`config.mk`:
```
export PLATFORM = sky130hd
export DESIGN_NAME = vga_timing_gen
export DESIGN_NICKNAME = d
export VERILOG_FILES = /design/src/rtl/vga_pkg.sv /design/src/rtl/vga_mod_counter.sv /design/src/rtl/vga_timing_gen.sv
export SDC_FILE = /design/constraint.sdc
export NUM_CORES = 1
export LEC_CHECK = 0
export ABC_CLOCK_PERIOD_IN_PS = 3000
export CAP_MARGIN = 20
export CORE_ASPECT_RATIO = 1.75
export CORE_MARGIN = 5
export CORE_UTILIZATION = 46
export CTS_CLUSTER_SIZE = 40
export DETAILED_ROUTE_END_ITERATION = 16
export GPL_TIMING_DRIVEN = 0
export PLACE_DENSITY = 0.8
export SETUP_SLACK_MARGIN = 0.05
export SYNTH_ARGS = -nofsm -noshare
export SYNTH_HDL_FRONTEND = slang
export SYNTH_HIERARCHICAL = 1
export SYNTH_SLANG_ARGS = --single-unit
```
`constraint.sdc`:
```
create_clock -name vga_clk -period 3 [get_ports vga_clk]
set_input_delay 0.75 -clock vga_clk [delete_from_list [all_inputs] [get_ports vga_clk]]
set_output_delay 0.75 -clock vga_clk [all_outputs]
set_load 0.01 [all_outputs]
```
`src/rtl/vga_pkg.sv`:
```
`default_nettype none
// ==========================================================================
// vga_pkg: default 640x480@60 timing and the draw-coordinate type
// Revision 1.0
// ==========================================================================
package vga_pkg;

  localparam int DRAW_W = 10;

  localparam int H_VISIBLE = 640;
  localparam int H_FRONT   = 16;
  localparam int H_SYNC    = 96;
  localparam int H_BACK    = 48;
  localparam int H_TOTAL   = H_VISIBLE + H_FRONT + H_SYNC + H_BACK;

  localparam int V_VISIBLE = 480;
  localparam int V_FRONT   = 10;
  localparam int V_SYNC    = 2;
  localparam int V_BACK    = 33;
  localparam int V_TOTAL   = V_VISIBLE + V_FRONT + V_SYNC + V_BACK;

  typedef logic [DRAW_W-1:0] draw_coord_t;

endpackage
`default_nettype wire

```
`src/rtl/vga_mod_counter.sv`:
```
`default_nettype none
// ==========================================================================
// vga_mod_counter: modulo-MOD counter with enable, wrap flag and look-ahead
// Revision 1.0
// ==========================================================================
module vga_mod_counter
  import vga_pkg::*;
#(
  parameter int MOD = H_TOTAL,
  parameter int W   = DRAW_W
) (
  input  logic         clk,
  input  logic         reset_n,
  input  logic         en,
  output logic [W-1:0] count,
  output logic [W-1:0] count_next,
  output logic         wrap
);

  always_comb begin
    wrap       = en && (count == W'(MOD - 1));
    count_next = count;
    if (wrap) begin
      count_next = '0;
    end else if (en) begin
      count_next = count + 1'b1;
    end
  end

  always_ff @(posedge clk) begin
    if (!reset_n) begin
      count <= '0;
    end else begin
      count <= count_next;
    end
  end

endmodule
`default_nettype wire

```
`src/rtl/vga_timing_gen.sv`:
```
`default_nettype none
// ==========================================================================
// vga_timing_gen: free-running raster timing with syncs, strobes, frame count
// Revision 1.0
// ==========================================================================
module vga_timing_gen
  import vga_pkg::*;
#(
  parameter int H_VISIBLE = vga_pkg::H_VISIBLE,
  parameter int H_FRONT   = vga_pkg::H_FRONT,
  parameter int H_SYNC    = vga_pkg::H_SYNC,
  parameter int H_BACK    = vga_pkg::H_BACK,
  parameter int V_VISIBLE = vga_pkg::V_VISIBLE,
  parameter int V_FRONT   = vga_pkg::V_FRONT,
  parameter int V_SYNC    = vga_pkg::V_SYNC,
  parameter int V_BACK    = vga_pkg::V_BACK,
  parameter int FC_W      = 16
) (
  input  logic            vga_clk,
  input  logic            reset_n,
  output draw_coord_t     DrawX,
  output draw_coord_t     DrawY,
  output logic            blank,
  output logic            hs,
  output logic            vs,
  output logic            line_start,
  output logic            frame_start,
  output logic [FC_W-1:0] frame_count
);

  localparam int H_TOT    = H_VISIBLE + H_FRONT + H_SYNC + H_BACK;
  localparam int V_TOT    = V_VISIBLE + V_FRONT + V_SYNC + V_BACK;
  localparam int HS_BEGIN = H_VISIBLE + H_FRONT;
  localparam int HS_END   = H_VISIBLE + H_FRONT + H_SYNC;
  localparam int VS_BEGIN = V_VISIBLE + V_FRONT;
  localparam int VS_END   = V_VISIBLE + V_FRONT + V_SYNC;

  generate
    if (H_TOT > (1 << DRAW_W) || V_TOT > (1 << DRAW_W)) begin : g_bad_totals
      $error("vga_timing_gen: H_TOTAL/V_TOTAL exceed the 10-bit counter range");
    end
  endgenerate

  draw_coord_t hc_next;
  draw_coord_t vc_next;
  logic        h_wrap;
  logic        v_wrap;

  // The counter registers are the DrawX/DrawY output registers.
  vga_mod_counter #(
    .MOD (H_TOT),
    .W   (DRAW_W)
  ) u_hcount (
    .clk        (vga_clk),
    .reset_n    (reset_n),
    .en         (1'b1),
    .count      (DrawX),
    .count_next (hc_next),
    .wrap       (h_wrap)
  );

  vga_mod_counter #(
    .MOD (V_TOT),
    .W   (DRAW_W)
  ) u_vcount (
    .clk        (vga_clk),
    .reset_n    (reset_n),
    .en         (h_wrap),
    .count      (DrawY),
    .count_next (vc_next),
    .wrap       (v_wrap)
  );

  // Decode the look-ahead position so every flag lines up with DrawX/DrawY.
  always_ff @(posedge vga_clk) begin
    if (!reset_n) begin
      blank       <= 1'b1;
      hs          <= 1'b1;
      vs          <= 1'b1;
      line_start  <= 1'b0;
      frame_start <= 1'b0;
      frame_count <= '0;
    end else begin
      blank       <= (int'(hc_next) < H_VISIBLE) && (int'(vc_next) < V_VISIBLE);
      hs          <= !((int'(hc_next) >= HS_BEGIN) && (int'(hc_next) < HS_END));
      vs          <= !((int'(vc_next) >= VS_BEGIN) && (int'(vc_next) < VS_END));
      line_start  <= (hc_next == '0);
      frame_start <= (hc_next == '0) && (vc_next == '0);
      if (v_wrap) begin
        frame_count <= frame_count + 1'b1;
      end
    end
  end

endmodule
`default_nettype wire
```
==> flow_summary_export.csv, run 1 <==
group,metric,value,unit
status,status,"finished, final reports clean",
worst_setup_path,critical_path_buf_inv_count,2,
hold_path,worst_min_path_start,"frame_count[11]",
routing,vias,1919,
synth,syn_avg_cell_area,8.93,um^2
layout,layout.cells.most_common,"sky130_fd_sc_hd__clkdlybuf4s50_1",
worst_setup_path,crit_required,3.23,ns
sta,slew-limit-headroom,56.0,%
sta,finalCritPeriodShare,94.0,%
layout,final_layout_size_suffix_gt1_share,10.0,%
global_routing,wire_length_of_the_first_global_routing_pass,8130,um
routing,first_pass_iteration_count_of_the_detailed_router,4,
synth,postSynthRegisterBits,41,
pwr,power.leakage,1.03,nW
layout,area.growth.synth_to_final,30.8,%
layout,layout.cells.most_common_list,"42 x sky130_fd_sc_hd__clkdlybuf4s50_1, 40 x sky130_fd_sc_hd__dfxtp_1, 27 x sky130_fd_sc_hd__nand2_1",
pwr,worst_ir_drop_vdd,0.303,mV
worst_setup_path,rr_worst_depth,9,
floorplanning,die_h,98.8,um
worst_setup_path,rrSetupSlack,0.18,ns
routing,detailroute.wirelength.met3,257,um
global_routing,antenna_violations_before_repair,0,
layout,fin_area,0.00271,mm^2
worst_setup_path,timing.critical_path.slowest_cell_delay,0.61,ns
hold_path,hold-path-cell-count,2,
routing,dr_wl_met2,2650,um
worst_setup_path,worst-setup-path-type,"reg2reg",
synth,post_synth_inst_count,232,
routing,routed_via_density,5.64,
sta,setup_viol,0,
synth,ys_dominant_reg_cell,"sky130_fd_sc_hd__dfxtp_1",
cts,clock_tree.htree_level_count,2,
routing,met1Wirelength,1810,um
sta,finalHoldViolations,0,
placement,post_dp_cell_area,0.00257,mm^2
synth,synth.distinct_cells,44,
sta,final_max_slew_viol_count,0,
cts,clock_insertion_delay_worst_skew,0.29,ns
sta,fin_tns_setup,0,ns
placement,routabilityCongestion,0.828,
worst_setup_path,cp.arrival,3.05,ns
pwr,power_report.internal_total,741,uW
worst_setup_path,worstSetupPathDepth,9,
worst_setup_path,end_kind,"flop",
placement,portBuffers,42,
cts,clock_path_buffers,2,
pwr,clkPwrFrac,35.9,%
worst_setup_path,worst_r2r_startpoint,"u_hcount/count[5]",
floorplanning,row_count,32,
global_routing,grt_usage,17.4,%
cts,numClockSinks,41,
global_routing,largest_net_degree_at_the_start_of_global_routing,16,
worst_setup_path,worst_path_dominant_cell_family,"simple AND/OR/NAND/NOR gates",
routing,wl_cell,14.2,um
synth,seq_area_frac_synth,39.6,%
sta,max_freq,0.355,GHz
placement,dp_hpwl,3640,um
floorplanning,die_area,0.00600,mm^2
routing,drt_iter0_markers,78,
synth,asyncSetResetFlopFracSynth,0,%
placement,dpl_worst_slack,-0.247,ns
worst_setup_path,crit_end,"frame_count[14]",
routing,drt-total-wl,4830,um
pwr,power.share.combinational,6.2,%
pwr,switchingPower,224,uW
sta,fin_skew,0.00545,ns
worst_setup_path,worstPathMaxFanout,9,
worst_setup_path,critical_path.startpoint,"u_hcount/count[5]",
pwr,power_frac_seq,57.9,%
sta,final_period_minus_worst_setup_slack,2.82,ns
pwr,power.switching_fraction,23.2,%
floorplanning,starting_density_of_the_core,47.0,%
pwr,power_per_cell_area,356,mW/mm^2
flow_run,maxCapViolCount,0,
routing,drc_errors,0,
worst_setup_path,crit_path_slowest_cell,"sky130_fd_sc_hd__or4b_4",
routing,highest_layer,"met4",
global_routing,grt_overflow,0,
cts,cts-root-buf,"sky130_fd_sc_hd__clkbuf_8",
synth,syn-cell-area,0.00207,mm^2
worst_setup_path,worst_r2r_endpoint,"frame_count[14]",
sta,rsz0062_at_grt,"false",
global_routing,vias_in_the_first_global_route,1850,
synth,yosysWarningCount,6,
floorplanning,die_x,60.7,um
synth,post_synth_edffs,0,
layout,antenna_cells,0,
cts,cts_made_buffers,5,
sta,slew_at_the_pin_closest_to_its_max_slew_limit,0.658,ns
cts,clkSlewWorstSetupHoldPaths,0.08,ns
hold_path,worstHoldPathType,"reg2reg",
cts,clock_tree_from_tritoncts,"done",
cts,cts_hold_repair.buffers,0,
sta,final_critical_path_setup_slack,0.180,ns
worst_setup_path,timing.critical_path.cells,"or4b_4 -> nor3_4 -> buf_6 -> nand4b_1 -> nor3_4 -> buf_6 -> nand4_1 -> or4_1 -> a21boi_1",
floorplanning,ios,43,
floorplanning,core,0.00440,mm^2
routing,postRouteAntennaNets,0,
layout,fillCellCount,398,
worst_setup_path,startpoint_type,"flop",
layout,layout.nets,294,
==> flip-flops by register name, summed over array words and instances (netlist names) <==
| signal | count |
|---|---|
| u_vcount/count | 10 |
| u_hcount/count | 10 |
| frame_start | 1 |
| blank | 1 |
| line_start | 1 |
| hs | 1 |
| vs | 1 |
| frame_count | 16 |
==> layer usage <==
layer	up-vias	GRT usage [%]
met2	60	30.0
met5	-	0
met4	0	9.68
met1	905	19.1
met3	11	3.01
li1	943	-
==> logic make-up after synthesis <==
| kind of cell | synth area share [%] |
|---|---|
| fa+ha+maj | 2.42 |
| simple gates | 34.0 |
| flops | 39.6 |
| compound gates | 10.8 |
| xor+xnor | 8.04 |
| buf+inv | 1.51 |
| other cells | 0.181 |
| mux | 3.38 |
==> cells in the mapped netlist, drive strengths merged, types with 2 or more instances <==
library cell	n	share of area, %
clkbuf	2	0.36
inv	3	0.54
nor2b	2	0.60
or4b	2	1.1
and2	13	3.9
xor2	9	3.8
o211ai	2	0.72
a21oi	9	2.2
nand2	28	5.2
buf	2	0.60
nand3	9	2.2
and3	2	0.60
nor3	8	3.0
o31ai	6	3.5
mux2i	7	3.4
o21ai	9	2.2
and4	2	0.97
nor4	3	0.91
or3	6	1.9
or4	4	1.6
a21boi	3	1.1
xnor2	10	4.2
nand2b	6	1.8
dfxtp	41	40
nand4	16	6.2
ha	4	2.4
nor2	18	3.3
==> repair_timing <==
action | 4_1_cts | 5_1_grt
hold endpoints to repair | 0 | 0
gates resized for setup | 2 | 6
setup endpoints to repair | 11 | 7
pin swaps | 2 | 3
buffers inserted | 2 | 1
==> how the worst min path moves through the flow <==
stage,end,slack (ns)
2_1_floorplan,frame_count[13],0.50
3_3_place_gp,frame_count[14],0.48
3_5_place_dp,frame_count[14],0.51
4_1_cts,frame_count[14],0.51
5_1_grt,frame_count[11],0.55
6_report,frame_count[11],0.51
==> tightest hold or removal path: cells and delay by family (launching register included) <==
kind          cells  cell delay [ns]
flops             1             0.35
simple gates      1             0.06
mux               1             0.06
==> metrics by stage <==
step	cells	hold slack, ns	power (mW)	utilization [%]
2_1_floorplan	236	0.502	0.602	-
3_3_place_gp	329	0.483	0.629	58.4
3_5_place_dp	329	0.505	0.630	58.4
4_1_cts	339	0.514	0.973	60.7
5_1_grt	340	0.554	1.00	61.5
6_report	340	0.514	0.964	61.5
==> power groups by stage <==
stage / Clock [mW] / Sequential, mW / Combinational [mW]
floorplan: 0 / 0.574 / 0.0279
CTS: 0.356 / 0.558 / 0.0591
global placement: 0 / 0.571 / 0.0574
finish: 0.347 / 0.559 / 0.0593
detailed placement: 0 / 0.571 / 0.0592
global route: 0.376 / 0.560 / 0.0651
==> layout make-up <==
class | count | area, um^2 | share of cell area [%]
plain buffers | 4 | 30.0 | 1.11
clock buffers | 6 | 72.6 | 2.68
clock inverters | 2 | 10.0 | 0.370
inverters | 3 | 11.3 | 0.416
multi-input cells | 188 | 1250 | 46.3
flip-flops and latches | 41 | 822 | 30.4
well taps | 51 | 63.8 | 2.36
repair buffers | 45 | 443 | 16.4
(Power assumes the default switching activity.)
==> run 2, diff against run 1 <==
--- a/config.mk
+++ b/config.mk
@@ -13,9 +13,9 @@
 export CTS_CLUSTER_SIZE = 40
 export DETAILED_ROUTE_END_ITERATION = 16
 export GPL_TIMING_DRIVEN = 0
+export HOLD_SLACK_MARGIN = 0.12
 export PLACE_DENSITY = 0.8
 export SETUP_SLACK_MARGIN = 0.05
 export SYNTH_ARGS = -nofsm -noshare
 export SYNTH_HDL_FRONTEND = slang
-export SYNTH_HIERARCHICAL = 1
 export SYNTH_SLANG_ARGS = --single-unit
==> flow_summary_export.csv, run 2 <==
group,metric,value,unit
status,status,"finished, final reports clean",
worst_setup_path,crit_required,3.23,ns
synth,syn_avg_cell_area,8.83,um^2
floorplanning,die_area,0.00614,mm^2
floorplanning,starting_density_of_the_core,47.9,%
layout,fillCellCount,373,
floorplanning,die_h,100,um
routing,drc_errors,0,
sta,final_critical_path_setup_slack,0.578,ns
hold_path,worstHoldPathType,"reg2reg",
sta,finalCritPeriodShare,80.7,%
cts,cts_made_buffers,5,
pwr,worst_ir_drop_vdd,0.314,mV
synth,post_synth_edffs,0,
worst_setup_path,startpoint_type,"flop",
layout,antenna_cells,0,
cts,post_cts_setup_repair_bufs,0,
routing,drt-total-wl,4990,um
floorplanning,row_count,32,
worst_setup_path,worst_r2r_endpoint,"blank",
sta,finalHoldViolations,0,
placement,dpl_worst_slack,0.440,ns
global_routing,largest_net_degree_at_the_start_of_global_routing,14,
synth,postSynthNetCount,247,
cts,clock_insertion_delay_worst_skew,0.31,ns
worst_setup_path,rr_worst_depth,10,
flow_run,maxCapViolCount,0,
cts,clock_path_buffers,2,
synth,synth_fa_ha_area_share,2.35,%
routing,first_pass_iteration_count_of_the_detailed_router,7,
sta,final_max_slew_viol_count,0,
placement,portBuffers,42,
routing,postRouteAntennaNets,0,
cts,clock_tree_from_tritoncts,"done",
floorplanning,die_x,61.4,um
sta,rsz0062_at_grt,"false",
cts,cts-root-buf,"sky130_fd_sc_hd__clkbuf_8",
hold_path,hold-path-cell-count,1,
routing,drt_iter0_markers,38,
sta,fin_skew,0.00750,ns
synth,synth_simple_gate_area_share,34.7,%
sta,slew-limit-headroom,67.2,%
floorplanning,ios,43,
sta,max_freq,0.413,GHz
cts,numClockSinks,41,
sta,slew_at_the_pin_closest_to_its_max_slew_limit,0.493,ns
worst_setup_path,worst-setup-path-type,"reg2reg",
global_routing,vias_in_the_first_global_route,1784,
layout,top_register,"frame_count",
cts,clock_tree.htree_level_count,2,
worst_setup_path,rrSetupSlack,0.58,ns
synth,yosysWarningCount,0,
floorplanning,core,0.00444,mm^2
synth,ys_dominant_reg_cell,"sky130_fd_sc_hd__dfxtp_1",
cts,clkSlewWorstSetupHoldPaths,0.08,ns
sta,setup_viol,0,
layout,reg_top3,"frame_count (16), u_hcount.count (10), u_vcount.count (10)",
synth,syn-cell-area,0.00213,mm^2
layout,fin_area,0.00272,mm^2
cts,cts_resized,0,
synth,yosys.cell_count.top_type,"sky130_fd_sc_hd__dfxtp_1",
layout,layout.cells.most_common,"sky130_fd_sc_hd__clkdlybuf4s50_1",
synth,synth.distinct_cells,53,
synth,synth_top_area_cell,"sky130_fd_sc_hd__dfxtp_1",
synth,ys_top_cells_by_area,"sky130_fd_sc_hd__dfxtp_1 39%, sky130_fd_sc_hd__and2_1 6.5%, sky130_fd_sc_hd__xnor2_1 4.9%, sky130_fd_sc_hd__xor2_1 4.9%, sky130_fd_sc_hd__nand3_1 3.3%",
sta,fin_tns_setup,0,ns
placement,dp_hpwl,3670,um
worst_setup_path,worstPathMaxFanout,10,
synth,synthXorXnorAreaFrac,9.88,%
synth,postSynthRegisterBits,41,
worst_setup_path,worst_r2r_startpoint,"u_hcount.count[0]",
synth,seq_area_frac_synth,38.6,%
routing,wl_cell,14.6,um
pwr,power_per_cell_area,381,mW/mm^2
layout,layout.cells.most_common_list,"42 x sky130_fd_sc_hd__clkdlybuf4s50_1, 41 x sky130_fd_sc_hd__dfxtp_1, 22 x sky130_fd_sc_hd__and2_1",
layout,final_layout_size_suffix_gt1_share,8.25,%
synth,ys_top_cells_by_count,"41 x sky130_fd_sc_hd__dfxtp_1, 22 x sky130_fd_sc_hd__and2_1, 17 x sky130_fd_sc_hd__nand2_1",
worst_setup_path,end_kind,"flop",
placement,post_dp_cell_area,0.00261,mm^2
layout,largest_reg_flops,16,
pwr,post-layout-total-power,1.04,mW
synth,main_combinational_cell_family_by_area_after_synthesis,"simple AND/OR/NAND/NOR gates",
synth,synth_mux_area_share,1.94,%
routing,routed_via_density,5.53,
global_routing,grt_usage,17.8,%
global_routing,antenna_violations_before_repair,0,
routing,vias,1891,
global_routing,grt_overflow,0,
worst_setup_path,cp.arrival,2.65,ns
synth,synth_compound_area_share,8.94,%
placement,routabilityCongestion,0.872,
synth,synth_top_area_share,38.6,%
synth,asyncSetResetFlopFracSynth,0,%
sta,final_period_minus_worst_setup_slack,2.42,ns
hold_path,worst_min_path_start,"u_hcount.count[0]",
synth,post_synth_inst_count,241,
cts,cts_hold_repair.buffers,0,
pwr,power.leakage,1.03,nW
layout,layout.nets,296,
hold_path,whs_endpoint,"u_hcount.count[0]",
layout,area.growth.synth_to_final,28.0,%
global_routing,wire_length_of_the_first_global_routing_pass,8230,um
run 2: power breakdown:
part	internal (mW)	switching (mW)	leakage (nW)
clock	0.250	0.207	0.0554
combinational	0.0137	0.0171	0.644
sequential	0.547	0.00426	0.331
run 2: layer usage:
layer | up-vias | wire length [um] | GRT usage, % | part of all wire (%)
li1 | 947 | - | - | -
met1 | 881 | 2030 | 20.4 | 41
met2 | 53 | 2570 | 29.7 | 51
met3 | 10 | 271 | 4.63 | 5.4
met4 | 0 | 114 | 8.01 | 2.3
met5 | - | 0 | 0 | 0
run 2: area by class of cell:
| cell class | instances | area, um^2 | share of cell area (%) |
|---|---|---|---|
| Multi-Input combinational cell | 183 | 1230 | 45.2 |
| Clock buffer | 6 | 72.6 | 2.66 |
| Inverter | 5 | 18.8 | 0.689 |
| Tap cell | 51 | 63.8 | 2.34 |
| Sequential cell | 41 | 821 | 30.1 |
| Clock inverter | 2 | 38.8 | 1.42 |
| Timing Repair Buffer | 42 | 420 | 15.4 |
| Buffer | 12 | 58.8 | 2.16 |
run 2: stage by stage:
stage,hold slack (ns),cells,util (%)
final,0.484,342,61.3
after global routing,0.528,342,61.3
after CTS,0.490,342,61.3
after detailed placement,0.473,334,58.8
after global placement,0.464,334,58.8
after floorplan,0.481,241,-
run 2: kinds of logic after synthesis:
logic type | Yosys count
and+or+nand+nor | 123
buffers and inverters | 17
adders and majority gates | 4
DFF | 41
AOI/OAI and AO/OA | 28
muxes | 4
xor gates and xnor gates | 24
run 2: worst max-delay path by stage:
stage | slack (ns) | from | depth (start not counted) | to
after global placement | 0.53 | reset_n | 5 | u_hcount.count[3]
final | 0.58 | u_hcount.count[0] | 10 | blank
after detailed placement | 0.44 | reset_n | 5 | u_hcount.count[5]
after floorplan | 0.85 | u_hcount.count[0] | 10 | frame_count[15]
after global routing | 0.38 | u_hcount.count[0] | 10 | blank
after CTS | 0.59 | u_hcount.count[0] | 10 | blank
run 2: worst max-delay path, cell delays in order (launching register included):
cell                       delay (ns)
sky130_fd_sc_hd__dfxtp_1         0.40
sky130_fd_sc_hd__ha_1            0.16
sky130_fd_sc_hd__buf_2           0.17
sky130_fd_sc_hd__and4_1          0.31
sky130_fd_sc_hd__and3_1          0.18
sky130_fd_sc_hd__buf_2           0.19
sky130_fd_sc_hd__and2_2          0.17
sky130_fd_sc_hd__buf_6           0.15
sky130_fd_sc_hd__nand3b_1        0.20
sky130_fd_sc_hd__a21bo_2         0.24
sky130_fd_sc_hd__a22oi_1         0.17
==> run 3, diff against run 2 <==
--- a/config.mk
+++ b/config.mk
@@ -5,16 +5,16 @@
 export SDC_FILE = /design/constraint.sdc
 export NUM_CORES = 1
 export LEC_CHECK = 0
-export ABC_CLOCK_PERIOD_IN_PS = 3000
+export ABC_CLOCK_PERIOD_IN_PS = 2350
 export CAP_MARGIN = 20
 export CORE_ASPECT_RATIO = 1.75
 export CORE_MARGIN = 5
-export CORE_UTILIZATION = 46
+export CORE_UTILIZATION = 51
 export CTS_CLUSTER_SIZE = 40
 export DETAILED_ROUTE_END_ITERATION = 16
 export GPL_TIMING_DRIVEN = 0
 export HOLD_SLACK_MARGIN = 0.12
-export PLACE_DENSITY = 0.8
+export PLACE_DENSITY = 0.83
 export SETUP_SLACK_MARGIN = 0.05
 export SYNTH_ARGS = -nofsm -noshare
 export SYNTH_HDL_FRONTEND = slang
==> constraint.sdc (replaced) <==
create_clock -name vga_clk -period 2.35 [get_ports vga_clk]
set_input_delay 0.5875 -clock vga_clk [delete_from_list [all_inputs] [get_ports vga_clk]]
set_output_delay 0.5875 -clock vga_clk [all_outputs]
set_load 0.01 [all_outputs]
==> flow_summary_export.csv, run 3 (synthesis gave the netlist of run 2 again) <==
group,metric,value,unit
pwr,power_per_cell_area,470,mW/mm^2
placement,dp.cells,332,
layout,layout.cells.most_common,"sky130_fd_sc_hd__clkdlybuf4s50_1",
global_routing,largest_net_degree_at_the_start_of_global_routing,13,
sta,final_period_minus_worst_setup_slack,2.19,ns
layout,final_layout_size_suffix_gt1_share,12.5,%
hold_path,worstHoldPathType,"reg2reg",
routing,wl_cell,14.9,um
worst_setup_path,timing.critical_path.cells,"ha_1 -> buf_4 -> and4_4 -> and3_1 -> buf_6 -> and2_2 -> buf_8 -> nand3b_1 -> a21bo_2 -> a22oi_1",
routing,drt_iter0_markers,64,
floorplanning,starting_density_of_the_core,51.8,%
worst_setup_path,worst_path_dominant_cell_family,"simple AND/OR/NAND/NOR gates",
sta,slew-limit-headroom,71.1,%
cts,clock_tree.htree_level_count,2,
layout,fin_area,0.00281,mm^2
hold_path,hold-path-cell-count,1,
cts,clkSlewWorstSetupHoldPaths,0.07,ns
worst_setup_path,startpoint_type,"flop",
routing,detailroute.wirelength.met3,206,um
placement,portBuffers,42,
worst_setup_path,worst_r2r_endpoint,"blank",
layout,layout.nets,301,
sta,fin_tns_setup,0,ns
worst_setup_path,crit_required,2.50,ns
global_routing,antenna_violations_before_repair,0,
routing,vias,1964,
pwr,power.switching_fraction,19.5,%
pwr,power.share.combinational,3.0,%
routing,highest_layer,"met4",
layout,largest_reg_flops,16,
worst_setup_path,worstPathMaxFanout,9,
routing,met1Wirelength,2040,um
routing,first_pass_iteration_count_of_the_detailed_router,4,
placement,dp_hpwl,3800,um
worst_setup_path,rr_worst_depth,10,
sta,finalCritPeriodShare,93.0,%
sta,fin_skew,0.0126,ns
layout,layout.cells.most_common_list,"42 x sky130_fd_sc_hd__clkdlybuf4s50_1, 39 x sky130_fd_sc_hd__dfxtp_1, 22 x sky130_fd_sc_hd__and2_1",
pwr,worst_ir_drop_vdd,0.439,mV
floorplanning,die_x,58.8,um
sta,slew_at_the_pin_closest_to_its_max_slew_limit,0.434,ns
worst_setup_path,cp.arrival,2.33,ns
placement,routabilityCongestion,0.931,
layout,top_register,"frame_count",
pwr,power.leakage,1.06,nW
routing,routed_via_density,5.69,
floorplanning,ios,43,
placement,post_dp_cell_area,0.00261,mm^2
worst_setup_path,timing.critical_path.slowest_cell_delay,0.36,ns
worst_setup_path,rrSetupSlack,0.16,ns
floorplanning,die_area,0.00562,mm^2
sta,worst_hold_slack,0.441,ns
cts,cts-root-buf,"sky130_fd_sc_hd__clkbuf_8",
layout,antenna_cells,0,
routing,drc_errors,0,
layout,utilization,68.3,%
hold_path,whs_endpoint,"u_hcount.count[0]",
worst_setup_path,worst_r2r_startpoint,"u_hcount.count[0]",
routing,drt-total-wl,5150,um
sta,setup_viol,0,
sta,finalHoldViolations,0,
worst_setup_path,critical_path_buf_inv_count,3,
cts,clock_path_buffers,2,
global_routing,wire_length_of_the_first_global_routing_pass,8700,um
layout,final_cell_count_no_fill,345,
floorplanning,core,0.00411,mm^2
cts,clock_insertion_delay_worst_skew,0.29,ns
floorplanning,row_count,31,
floorplanning,die_h,95.5,um
worst_setup_path,end_kind,"flop",
worst_setup_path,crit_path_slowest_cell,"sky130_fd_sc_hd__dfxtp_4",
pwr,power_frac_seq,53.3,%
sta,rsz0062_at_grt,"true",
flow_run,maxCapViolCount,0,
status,status,"finished, final reports clean",
worst_setup_path,worst-setup-path-type,"reg2reg",
global_routing,vias_in_the_first_global_route,1971,
pwr,clkPwrFrac,43.7,%
hold_path,worst_min_path_start,"u_hcount.count[0]",
sta,final_max_slew_viol_count,0,
layout,reg_top3,"frame_count (16), u_hcount.count (10), u_vcount.count (10)",
sta,max_freq,0.457,GHz
global_routing,grt_overflow,0,
routing,postRouteAntennaNets,0,
cts,cts_made_buffers,5,
pwr,switchingPower,258,uW
cts,clock_tree_from_tritoncts,"done",
layout,area.growth.synth_to_final,32.0,%
routing,dr_wl_met2,2710,um
cts,numClockSinks,41,
global_routing,grt_usage,20.1,%
pwr,power_report.internal_total,1.06,mW
## run 3: repair_timing
item,CTS,global route
pin swaps,1,0
resized for setup,3,12
hold buffers,0,0
buffers inserted,2,3
setup endpoints to repair,8,11
## run 3: power groups by stage
stage          sequential, mW  combinational [mW]  clock [mW]
6_report                0.704              0.0394       0.577
5_1_grt                 0.706              0.0435       0.623
4_1_cts                 0.704              0.0392       0.591
3_5_place_dp            0.720              0.0392           0
3_3_place_gp            0.720              0.0387           0
2_1_floorplan           0.722              0.0184           0
## run 3: area by class of cell
class,instances,area (um^2)
buffer,12,71.3
multi-input combinational,183,1260
fill,351,1300
timing repair buffer,47,458
clock buffer,7,86.3
clock inverter,1,30.0
inverter,5,18.8
sequential,41,826
tap,49,61.3
## run 3: how the worst max path moves through the flow
| stage | from | cells after the start | slack (ns) | to |
|---|---|---|---|---|
| 2_1_floorplan | u_hcount.count[0] | 10 | 0.20 | frame_count[15] |
| 3_3_place_gp | u_hcount.count[0] | 10 | 0.002 | blank |
| 3_5_place_dp | u_hcount.count[0] | 10 | -0.04 | blank |
| 4_1_cts | u_hcount.count[1] | 10 | 0.06 | blank |
| 5_1_grt | u_hcount.count[0] | 9 | 0.02 | frame_count[12] |
| 6_report | u_hcount.count[0] | 10 | 0.16 | blank |
## run 3: through the flow
stage,power [mW],worst slack [ns]
global route,1.37,0.0217
floorplan,0.740,0.198
finish,1.32,0.164
detailed placement,0.759,-0.0352
CTS,1.33,0.0563
global placement,0.759,0.00179
## run 3: routing by layer
layer,global-route usage (%),vias to the layer above
met4,14.2,0
met2,33.1,61
met3,3.25,17
met5,0,-
met1,22.8,932
li1,-,954
==> RTL edit (settings of run 1) <==
Register the output `DrawY`, without a reset; this adds one clock of latency there. The other outputs are not delayed to match.
--- a/src/rtl/vga_timing_gen.sv
+++ b/src/rtl/vga_timing_gen.sv
@@ -36,4 +36,6 @@
   localparam int VS_END   = V_VISIBLE + V_FRONT + V_SYNC;
 
+  draw_coord_t DrawY_d;
+
   generate
     if (H_TOT > (1 << DRAW_W) || V_TOT > (1 << DRAW_W)) begin : g_bad_totals
@@ -67,5 +69,5 @@
     .reset_n    (reset_n),
     .en         (h_wrap),
-    .count      (DrawY),
+    .count      (DrawY_d),
     .count_next (vc_next),
     .wrap       (v_wrap)
@@ -93,4 +95,8 @@
   end
 
+  always_ff @(posedge vga_clk) begin
+    DrawY <= DrawY_d;
+  end
+
 endmodule
 `default_nettype wire
Check against the original RTL: same outputs for any inputs over 10 cycles, from zero or initial values and one cycle with reset_n low; that may be too few to reach the edited logic, so the function may still have changed.
==> RTL edit against run 1 <==
Final cell count increased by 3.8%. Via count grew 1.3%. Count of clock-buffer cells in the layout is 1 lower. Synthesized cell count is 5.2% higher. Clock skew about the same. Wire length is 5.8% higher. Sequential cell count grew 10. Cell area increased by 9.3%. Synthesized area grew 9.1%. Critical path depth grew 1. Total power increased by 36%. Worst setup slack improved by 0.030 ns. Hold slack lost 0.12 ns.
==> RTL edit: results (changes against run 1) <==
{| class="wikitable"
! Metric !! Value
|-
| Count of filler cells inserted in the layout || 396 (was 398)
|-
| Largest stage delay on the critical path || 0.59 ns (was 0.61 ns)
|-
| Post-route design area || 2960 µm² (was 2710 µm²)
|-
| Cell Area, Placed || 2770 µm² (was 2570 µm²)
|-
| Clk cell area share || 4.61% (was 3.05%)
|-
| Multiplexer fraction of the synthesized cell area || 3.54% (was 3.38%)
|-
| Hold Path Cell Cnt || 0 (was 2)
|-
| Clock buffer instance count of the final layout || 5 (was 6)
|-
| Half-perimeter wire length of the detailed placement result || 3770 µm (was 3640 µm)
|-
| Period Utilization, post-route || 93.0% (was 94.0%)
|-
| Internal Dissipation || 0.00104 W (was 0.000741 W)
|-
| Insertion delay of the later-clocked pin in the worst-skew pair || 0.31 ns (was 0.29 ns)
|-
| Placement-stage worst setup slack || -0.183 ns (was -0.247 ns)
|-
| Sequential cell area share || 34.7% (was 30.4%)
|-
| Global routing usage summed across all routing layers || 15.8% (was 17.4%)
|-
| Worst Setup SP || u_hcount/count[6]$_SDFF_PN0_ (was u_hcount/count[5]$_SDFF_PN0_)
|-
| Worst-path fanout max || 10 (was 9)
|-
| Terminating pin of the worst hold path || DrawY[9]$_DFF_P_ (was frame_count[11]$_SDFFE_PN0P_)
|-
| Number of cells produced by synthesis || 244 (was 232)
|-
| Final RePlAce weighted congestion || 0.831 (was 0.828)
|-
| Wire length of the first global-routing pass || 8140 µm (was 8130 µm)
|-
| Launch instance of the worst min-delay path || u_vcount/count[9]$_SDFF_PN0_ (was frame_count[11]$_SDFFE_PN0P_)
|-
| Leakage power total || 1.13 nW (was 1.03 nW)
|-
| Final hold slack || 0.393 ns (was 0.514 ns)
|-
| Arrival time worst endpoint || 2.98 ns (was 3.05 ns)
|-
| Via count of the first global-routing pass || 1829 (was 1850)
|-
| Adder-cell share of the synthesized area || 2.21% (was 2.42%)
|-
| Power in the clock group || 0.000563 W (was 0.000347 W)
|-
| Non-clk invs || 6 (was 3)
|-
| Area of the die || 6470 µm² (was 6000 µm²)
|-
| Status || finished, final reports clean (unchanged)
|-
| Multi-input combinational area share || 41.7% (was 46.3%)
|-
| Fin Clk Skew || 0.00502 ns (was 0.00545 ns)
|-
| Cell types with the highest counts after synthesis || sky130_fd_sc_hd__dfxtp_1 (51), sky130_fd_sc_hd__nor2_1 (29), sky130_fd_sc_hd__nand2_1 (28), sky130_fd_sc_hd__xor2_1 (14), sky130_fd_sc_hd__nand4_1 (13) (was sky130_fd_sc_hd__dfxtp_1 (41), sky130_fd_sc_hd__nand2_1 (27), sky130_fd_sc_hd__nor2_1 (18), sky130_fd_sc_hd__and2_1 (13), sky130_fd_sc_hd__nand4_1 (13))
|-
| Number of DRC markers in iteration 0 || 93 (was 78)
|}
-- RTL edit: changes by cell type after synthesis, sizes merged, moves of 2 or more --
cell,delta
a21boi,-2
a21oi,+2
inv,+3
nor2,+12
dfxtp,+10
xnor2,-4
and2,-10
o31ai,-2
xor2,+5
-- RTL edit: cell families after synthesis --
group | Yosys count
and+or+nand+nor | 122
DFF | 51
AOI/OAI and AO/OA | 28
xor gates and xnor gates | 20
buffers and inverters | 10
muxes | 8
adders and majority gates | 4
other | 1
-- RTL edit: layer usage --
| metal | vias to the layer above | part of all wire, % | track usage (%) |
|---|---|---|---|
| li1 | 969 | - | - |
| met1 | 886 | 38 | 15.7 |
| met2 | 70 | 54 | 29.8 |
| met3 | 19 | 4.9 | 3.82 |
| met4 | 0 | 2.8 | 8.50 |
| met5 | - | 0 | 0 |
-- RTL edit: timing repair --
action                                  CTS  global route
endpoints found under the setup margin    3             4
resized for setup                         1             5
pin swaps                                 2             1
buffers inserted                          3             0
gates cloned                              0             0
